File: config.mk
export PLATFORM = sky130hd
export DESIGN_NAME = spi_slave
export DESIGN_NICKNAME = d
export VERILOG_FILES = /design/src/rtl/spi_pkg.sv /design/src/rtl/spi_sync.sv /design/src/rtl/spi_slave.sv
export SDC_FILE = /design/constraint.sdc
export NUM_CORES = 1
export LEC_CHECK = 0
export BUFFER_PORTS_ARGS = -buffer_cell sky130_fd_sc_hd__buf_2
export CAP_MARGIN = 40
export CELL_PAD_IN_SITES_DETAIL_PLACEMENT = 0
export CELL_PAD_IN_SITES_GLOBAL_PLACEMENT = 1
export CORE_MARGIN = 3
export CORE_UTILIZATION = 25
export DETAILED_ROUTE_END_ITERATION = 7
export PLACE_DENSITY_LB_ADDON = 0.1
export RECOVER_POWER = 50
export SYNTH_ARGS = -nofsm -noshare
export SYNTH_HDL_FRONTEND = slang
export SYNTH_HIERARCHICAL = 1
export SYNTH_SLANG_ARGS = --single-unit
File: constraint.sdc
create_clock -name clk -period 4 [get_ports clk]
set_input_delay 0.4 -clock clk [delete_from_list [all_inputs] [get_ports clk]]
set_output_delay 0.4 -clock clk [all_outputs]
set_load 0.005 [all_outputs]
File: src/rtl/spi_pkg.sv
// Shared SPI definitions used by both the slave and the master: word width, bit-count width
// and the frame state encoding.
package spi_pkg;

  localparam int unsigned WordWidth = 16;
  localparam int unsigned CntWidth  = 5;

  localparam logic [CntWidth-1:0] CntOne  = CntWidth'(1);
  localparam logic [CntWidth-1:0] CntFull = CntWidth'(WordWidth);
  localparam logic [CntWidth-1:0] CntSat  = CntWidth'(WordWidth + 1);

  typedef logic [WordWidth-1:0] spi_word_t;

  typedef enum logic [1:0] {
    StIdle   = 2'd0,
    StShift  = 2'd1,
    StStrobe = 2'd2
  } spi_state_e;

  // Bit count stops at one past a full word so over-long frames never alias to a good count.
  function automatic logic [CntWidth-1:0] cnt_inc(input logic [CntWidth-1:0] cnt);
    return (cnt >= CntSat) ? CntSat : cnt + CntOne;
  endfunction

endpackage

File: src/rtl/spi_sync.sv
// Single-bit multi-flop synchronizer into the clk domain with asynchronous active-low clear.
// SYNC_STAGES must be at least 2.
module spi_sync #(
  parameter int unsigned SYNC_STAGES = 2
) (
  input  logic clk,
  input  logic reset,
  input  logic d,
  output logic q
);

  logic [SYNC_STAGES-1:0] ff_q;

  always_ff @(posedge clk or negedge reset) begin
    if (!reset) begin
      ff_q <= '0;
    end else begin
      ff_q <= {ff_q[SYNC_STAGES-2:0], d};
    end
  end

  assign q = ff_q[SYNC_STAGES-1];

endmodule

File: src/rtl/spi_slave.sv
// Oversampling SPI slave: 16-bit full-duplex frames terminated by a strobe from the master.
// Define SPI_SLAVE_FRAME_ERR_EN to report frames whose bit count is not 16 on frame_err.
module spi_slave
  import spi_pkg::*;
#(
  parameter int unsigned SYNC_STAGES = 2
) (
  input  logic                 clk,
  input  logic                 reset,
  input  logic                 spi_clk,
  input  logic                 spi_mosi,
  input  logic                 spi_str,
  output logic                 spi_miso,
  input  logic [WordWidth-1:0] din,
  input  logic                 din_load,
  output logic [WordWidth-1:0] dout,
  output logic                 rx_valid,
  output logic                 frame_err,
  output logic                 busy
);

  logic clk_s, mosi_s, str_s;
  logic clk_s_q, str_s_q;
  logic clk_rise, clk_fall, str_rise, str_fall;

  spi_state_e          state_q;
  spi_word_t           rx_q, tx_q, pend_q, dout_q;
  spi_word_t           pend_next;
  logic [CntWidth-1:0] cnt_q;
  logic                rx_valid_q, busy_q;
  logic                word_ok;

  spi_sync #(.SYNC_STAGES(SYNC_STAGES)) u_sync_clk (
    .clk   (clk),
    .reset (reset),
    .d     (spi_clk),
    .q     (clk_s)
  );

  spi_sync #(.SYNC_STAGES(SYNC_STAGES)) u_sync_mosi (
    .clk   (clk),
    .reset (reset),
    .d     (spi_mosi),
    .q     (mosi_s)
  );

  spi_sync #(.SYNC_STAGES(SYNC_STAGES)) u_sync_str (
    .clk   (clk),
    .reset (reset),
    .d     (spi_str),
    .q     (str_s)
  );

  always_ff @(posedge clk or negedge reset) begin
    if (!reset) begin
      clk_s_q <= 1'b0;
      str_s_q <= 1'b0;
    end else begin
      clk_s_q <= clk_s;
      str_s_q <= str_s;
    end
  end

  assign clk_rise = clk_s & ~clk_s_q;
  assign clk_fall = ~clk_s & clk_s_q;
  assign str_rise = str_s & ~str_s_q;
  assign str_fall = ~str_s & str_s_q;

  // A same-cycle load must win over the stored word so a reload never picks up a stale value.
  assign pend_next = din_load ? din : pend_q;
  assign word_ok   = (cnt_q == CntFull);

  always_ff @(posedge clk or negedge reset) begin
    if (!reset) begin
      pend_q <= '0;
    end else begin
      pend_q <= pend_next;
    end
  end

`ifdef SPI_SLAVE_FRAME_ERR_EN
  logic frame_err_q;
`endif

  always_ff @(posedge clk or negedge reset) begin
    if (!reset) begin
      state_q    <= StIdle;
      rx_q       <= '0;
      tx_q       <= '0;
      dout_q     <= '0;
      cnt_q      <= '0;
      rx_valid_q <= 1'b0;
      busy_q     <= 1'b0;
`ifdef SPI_SLAVE_FRAME_ERR_EN
      frame_err_q <= 1'b0;
`endif
    end else begin
      rx_valid_q <= 1'b0;
`ifdef SPI_SLAVE_FRAME_ERR_EN
      frame_err_q <= 1'b0;
`endif
      case (state_q)
        StIdle: begin
          if (str_rise) begin
            state_q <= StStrobe;
`ifdef SPI_SLAVE_FRAME_ERR_EN
            frame_err_q <= ~word_ok;
`endif
          end else if (clk_rise) begin
            rx_q    <= {rx_q[WordWidth-2:0], mosi_s};
            cnt_q   <= cnt_inc(cnt_q);
            busy_q  <= 1'b1;
            state_q <= StShift;
          end else begin
            // Between frames the shift register tracks the pending word; it freezes once a
            // frame starts, so bit 15 is already on spi_miso for the master's first sample.
            tx_q <= pend_next;
          end
        end

        StShift: begin
          if (str_rise) begin
            state_q <= StStrobe;
            if (word_ok) begin
              dout_q     <= rx_q;
              rx_valid_q <= 1'b1;
            end
`ifdef SPI_SLAVE_FRAME_ERR_EN
            frame_err_q <= ~word_ok;
`endif
          end else begin
            if (clk_rise) begin
              rx_q  <= {rx_q[WordWidth-2:0], mosi_s};
              cnt_q <= cnt_inc(cnt_q);
            end
            if (clk_fall) begin
              tx_q <= {tx_q[WordWidth-2:0], 1'b0};
            end
          end
        end

        StStrobe: begin
          if (str_fall) begin
            state_q <= StIdle;
            busy_q  <= 1'b0;
            cnt_q   <= '0;
            tx_q    <= pend_next;
          end
        end

        default: begin
          state_q <= StIdle;
        end
      endcase
    end
  end

  assign spi_miso = tx_q[WordWidth-1];
  assign dout     = dout_q;
  assign rx_valid = rx_valid_q;
  assign busy     = busy_q;

`ifdef SPI_SLAVE_FRAME_ERR_EN
  assign frame_err = frame_err_q;
`else
  assign frame_err = 1'b0;
`endif

endmodule

==> impl_results.md, run 1 <==
* Outcome: finished, violations left
* Failing checks: capacitance limit, slew limit
* Number of global-route vias before repair at 1984
* Placed instance area at 0.003749 mm2
* Minimum clock period at 2.069 ns
* Relative slew slack at -8.329%
* Worst VDD drop at 0.0002269 V
* WP data arrival at 2.20 ns
* Least-Margin Pin Slew at 1.625 ns
* Setup TNS at 0 ns
* Worst path max stage delay at 1.24 ns
* CTS Sinks at 81
* Clock Tree Root: clkbuf_16
* Main combinational cell family by area after synthesis: multiplexers
* Mapped Cells at 223
* Post-synthesis compound-gate area fraction at 3.203%
* Iter 0 DRT Violations at 73
* Pwr dens at 589.3 mW/mm2
* NumNets Final at 293
* CP Buf/Inv Count at 2
* Multiplexer share of the synthesized area at 27.98%
* Final critical-path share of the clock period at 51.72%
* Post-CTS Setup Bufs at 0
* Critical path's slowest cell: clkbuf_1
* H-tree Lvls at 3
* Share of cells above drive strength 1 at 43.59%
* Hold_buf cts at 0
* Hold Path Class: in -> async
* MaxCap Viol Count at 1
* Post_cts resized at 0
* DR vias/cell at 4.124
* Die area at 0.01503 mm2
* Post-synthesis cell type count at 32
* Design Area, Final at 0.004040 mm2
* Final count of negative-setup-slack endpoints at 0
* Area Overhead vs Synth at 18.89%
* Pins Over Slew Limit at 31
* Total Routing Usage GR at 9.050%
* GRT overflow at 0
* Largest net degree at the start of global routing at 53
* Clock Skew at 0.005646 ns
* HPWL Detailed at 4004 um
* Worst-Skew Late Latency at 0.33 ns
* Peak Freq at 483.4 MHz
* Worst Path Max Fanout at 52
* Sequential element share of the synthesized area at 59.65%
* Seq cells post-synth at 81
* Pre-antenna DRT Iters at 4
* Synth Flop Type: dfrtp_1
* Antenna violations before repair at 0
* Core ar. at 0.01293 mm2
* Simple-Gate Fraction of Synth Area at 3.829%
* Die width at 122.6 um
* Starting Density at 26.29%
* Wire per inst at 13.75 um
* Synth Warn # at 6
* First-pass GRT wire length at 10430 um
* Critical path start-end classification: in -> async
* Clock slew at reported path FFs at 0.06 ns
* Post-route DRC violation count at 0
* Synth Area in Adders at 1.105%
* Ranking of synthesized cells by area: dfrtp_1, mux2_2, mux2_4
* RSZ-0062 raised after global routing: false
* # rows at 41
* Fin. Hold Viols at 0
* CP delay by family, top: buffers and inverters
* LEAKAGE at 1.902 nW
* Req. time, crit path at 4.14 ns
* Syn_nets at 248
* Post-Route WL at 6119 um
* Num CTS Buffers at 9
* Ports at 42
* Post-synth ARST share at 100.0%
* # port buffers at 40
* Final ANT Viol Nets at 0
* Placer Congestion at 0.7375
* Area share of the largest cell type after synthesis at 59.65%
* Post-Syn Area at 0.003398 mm2
* CP Cell Sequence: buf_4 > clkbuf_1
* Synth Area in XOR/XNOR at 0.2577%
* Clock Tree Buf Depth at 2
* EDFF count, synth at 0
* Crit path launch type: input port
* CP endpoint kind: asynchronous set/reset pin
* Die height at 122.6 um
* # diodes at 0
* Yosys top cell by area: dfrtp_1
* Post-synthesis area per instance at 15.24 um2
* Via count at 1835
* CTS tree: built
## per-stage QoR
step	cells	hold WS, ns	setup slack, ns	util [%]	power [mW]
after global placement	428	0.3345	1.969	28.88	1.520
after detailed placement	429	0.3347	2.006	29.00	1.528
after global routing	445	0.1600	1.454	31.25	2.524
final	445	0.1065	1.931	31.25	2.381
after floorplan	223	0.1044	2.390	-	1.414
after CTS	445	0.1413	2.003	31.50	2.439
## registers in the layout, indices dropped and copies added, names as in the netlist, 2 cells and up
name / cells
tx_q: 16
cnt_q: 5
u_sync_mosi/ff_q: 2
state_q: 2
rx_q: 16
u_sync_str/ff_q: 2
pend_q: 16
u_sync_clk/ff_q: 2
dout: 16
## logic make-up (layout without fill, tap and decap cells)
| group | Yosys count | after routing |
|---|---|---|
| fa+ha+maj | 3 | 3 |
| mux | 79 | 79 |
| compound gates | 17 | 17 |
| other cells | 1 | 1 |
| buf+inv | 17 | 67 |
| flops | 81 | 81 |
| xor+xnor | 1 | 1 |
| simple gates | 24 | 24 |
## worst paths after layout
path / slack, ns / cells after the start / start / end
max in group clk: 2.07 / 6 / cnt_q[0]$_DFFE_PN0P_ / dout[12]$_DFFE_PN0P_
hold reg to reg: 0.35 / 0 / u_sync_clk/ff_q[0]$_DFF_PN0_ / u_sync_clk/ff_q[1]$_DFF_PN0_
setup reg to reg: 2.07 / 6 / cnt_q[0]$_DFFE_PN0P_ / dout[12]$_DFFE_PN0P_
setup / recovery: 1.93 / 2 / reset / tx_q[3]$_DFFE_PN0P_
hold / removal: 0.11 / 1 / reset / pend_q[9]$_DFF_PN0_
min in group clk: 0.18 / 1 / spi_mosi / u_sync_mosi/ff_q[0]$_DFF_PN0_
## layout by cell type, fill, tap and decap left out, drive strengths merged
master,n
xor2,1
ha,3
o2111ai,1
or4,1
a31oi,1
a32o,1
o21ai,7
bufinv,2
mux2i,2
nor4bb,1
a211oi,1
nor3,2
o22ai,1
nor2b,2
buf,41
nor4,1
conb,1
inv,7
nand3,4
a21oi,4
a41oi,1
nand2b,2
mux2,77
nand2,6
nor2,5
dfrtp,81
clkbuf,17
## report_power, final
| group | total (mW) | internal, mW | leakage (nW) | switching (mW) |
|---|---|---|---|---|
| Combinational | 0.391 | 0.239 | 0.725 | 0.152 |
| Sequential | 1.10 | 0.990 | 1.02 | 0.109 |
| Clock | 0.890 | 0.582 | 0.157 | 0.309 |
| Total | 2.38 | 1.81 | 1.90 | 0.570 |
## routing by layer
layer / vias up / share of wire (%) / GRT usage (%)
li1: 875 / - / -
met1: 920 / 50 / 12.47
met2: 35 / 45 / 13.05
met5: - / 0 / 0
met4: 0 / 1.1 / 3.149
met3: 5 / 4.2 / 3.364
## Yosys cell counts, types with 2 or more instances
| cell type | n |
|---|---|
| dfrtp_1 | 81 |
| mux2_2 | 60 |
| mux2_4 | 17 |
| inv_1 | 7 |
| buf_6 | 6 |
| nand2_1 | 6 |
| o21ai_0 | 6 |
| nor2_1 | 5 |
| a21oi_1 | 4 |
| ha_1 | 3 |
| nand3_1 | 3 |
| buf_2 | 2 |
| mux2i_1 | 2 |
| nand2b_1 | 2 |
| nor2b_1 | 2 |
## final cells by class
| class | instances | area, um2 |
|---|---|---|
| Sequential cell | 81 | 2027 |
| Timing Repair Buffer | 44 | 234.0 |
| Clock inverter | 2 | 60.06 |
| Inverter | 7 | 26.28 |
| Multi-Input combinational cell | 125 | 1214 |
| Clock buffer | 14 | 264.0 |
| Tap cell | 172 | 215.2 |
| Fill cell | 1347 | 8887 |
Note: power is estimated with default switching activity, not from simulation.
==> run 2, diff against run 1 <==
==> constraint.sdc (replaced) <==
create_clock -name clk -period 1.91 [get_ports clk]
set_input_delay 0.191 -clock clk [delete_from_list [all_inputs] [get_ports clk]]
set_output_delay 0.191 -clock clk [all_outputs]
set_load 0.005 [all_outputs]
==> impl_results.md, run 2 (synthesis gave the netlist of run 1 again) <==
* Register-to-Register Path Depth at 6
* NumNets Final at 303
* Outcome: complete, no violations
* Pre-antenna DRT Iters at 2
* Least-Margin Pin Slew at 0.8193 ns
* Relative slew slack at 45.38%
* Iter 0 DRT Violations at 64
* Ports at 42
* Critical path start-end classification: reg -> reg
* Final ANT Viol Nets at 0
* GRT overflow at 0
* Pwr dens at 1162 mW/mm2
* # rows at 41
* Die width at 122.6 um
* Clock Skew at 0.005953 ns
* LEAKAGE at 1.944 nW
* CP endpoint kind: register
* Setup TNS at 0 ns
* Die height at 122.6 um
* Final critical-path share of the clock period at 89.71%
* Largest net degree at the start of global routing at 36
* WP data arrival at 1.96 ns
* Area Overhead vs Synth at 20.84%
* # diodes at 0
* Setup crit end: cnt_q[3]$_DFFE_PN0P_
* Pre-CTS WS at 0.09750 ns
* Most common cell after layout, fill and taps aside: dfrtp_1
* Placer Congestion at 0.6935
* CTS Sinks at 81
* Post-route DRC violation count at 0
* Core ar. at 0.01293 mm2
* Starting Density at 26.29%
* Commonest cells after routing, fill and taps aside: dfrtp_1, mux2_2, buf_2, mux2_1
* Setup WS post-layout at 0.1966 ns
* Crit path launch: cnt_q[1]$_DFFE_PN0P_
* Post-Route WL at 6160 um
* Minimum clock period at 1.713 ns
* Via count at 1854
* Req. time, crit path at 2.16 ns
* Clock Tree Buf Depth at 2
* Hold Path Class: in -> reg
* Antenna violations before repair at 0
* Share of cells above drive strength 1 at 47.35%
* Worst VDD drop at 0.0004775 V
* Crit path launch type: register
* Clock slew at reported path FFs at 0.06 ns
* Wire per inst at 13.54 um
* Fin. Hold Viols at 0
* Worst Path Max Fanout at 5
* Peak Freq at 583.6 MHz
* Worst-Skew Late Latency at 0.33 ns
* DR vias/cell at 4.075
* Pins Over Slew Limit at 0
* Clock Tree Root: clkbuf_16
* First-pass GRT wire length at 10740 um
* HPWL Detailed at 4041 um
* Final count of negative-setup-slack endpoints at 0
* CTS tree: built
* Number of global-route vias before repair at 2142
* Worst r2r src: cnt_q[1]$_DFFE_PN0P_
* Total Routing Usage GR at 9.227%
* MaxCap Viol Count at 0
* Die area at 0.01503 mm2
* Num CTS Buffers at 9
* H-tree Lvls at 3
* # port buffers at 40
* Reg2Reg Capture Point: cnt_q[3]$_DFFE_PN0P_
* Worst reg2reg setup slack at 0.20 ns
* RSZ-0062 raised after global routing: false
==> run 2: worst min path at each step <==
stage | startpoint | cells past startpoint | end
finish | din[11] | 2 | pend_q[11]$_DFF_PN0_
global route | din[10] | 2 | pend_q[10]$_DFF_PN0_
CTS | din[11] | 2 | pend_q[11]$_DFF_PN0_
detailed placement | reset | 1 | pend_q[9]$_DFF_PN0_
global placement | reset | 1 | pend_q[9]$_DFF_PN0_
floorplan | reset | 0 | busy$_DFFE_PN0P_
==> run 2: area by class of cell <==
cell class              count  area [um2]
flip-flops and latches     81        2027
fillers                  1328        8821
inverters                   7       26.28
well taps                 172       215.2
repair buffers             54       352.8
clock inverters             3       15.01
multi-input cells         125        1210
clock buffers              13       260.3
==> run 2: timing repair <==
action / in CTS / in global routing
hold endpoints to repair: 34 / 0
setup endpoints to repair: 0 / 2
hold buffers: 4 / 0
buffers inserted: 0 / 0
gates resized for setup: 0 / 1
==> run 2: power breakdown <==
part / leakage [nW] / switching, mW / internal, mW
Clock: 0.139 / 0.648 / 0.946
Sequential: 1.02 / 0.216 / 2.07
Combinational: 0.784 / 0.345 / 0.541
Total: 1.94 / 1.21 / 3.56
==> run 2: per-stage QoR <==
| step | power (mW) | instances | hold slack, ns | cell area, um2 | util [%] |
|---|---|---|---|---|---|
| finish | 4.770 | 455 | 0.1025 | 4106 | 31.77 |
| global placement | 3.229 | 435 | 0.1812 | 3836 | 29.67 |
| floorplan | 2.961 | 223 | -0.1046 | 3398 | - |
| global route | 5.086 | 455 | 0.1119 | 4106 | 31.77 |
| detailed placement | 3.247 | 435 | 0.1790 | 3836 | 29.67 |
| CTS | 4.888 | 455 | 0.09310 | 4151 | 32.11 |
==> run 2: critical path, stage by stage (launching register included) <==
cell and delay, ns:
dfrtp_1 0.40, inv_1 0.08, ha_1 0.18, or4_1 0.51, o21ai_1 0.24, nand2_1 0.08
o21ai_0 0.15
==> run 2: layer usage <==
layer | GRT usage, % | up-vias | wire length [um]
li1 | - | 894 | -
met1 | 11.37 | 918 | 2862
met2 | 14.87 | 36 | 2929
met3 | 3.641 | 6 | 294
met4 | 2.939 | 0 | 73
met5 | 0 | - | 0
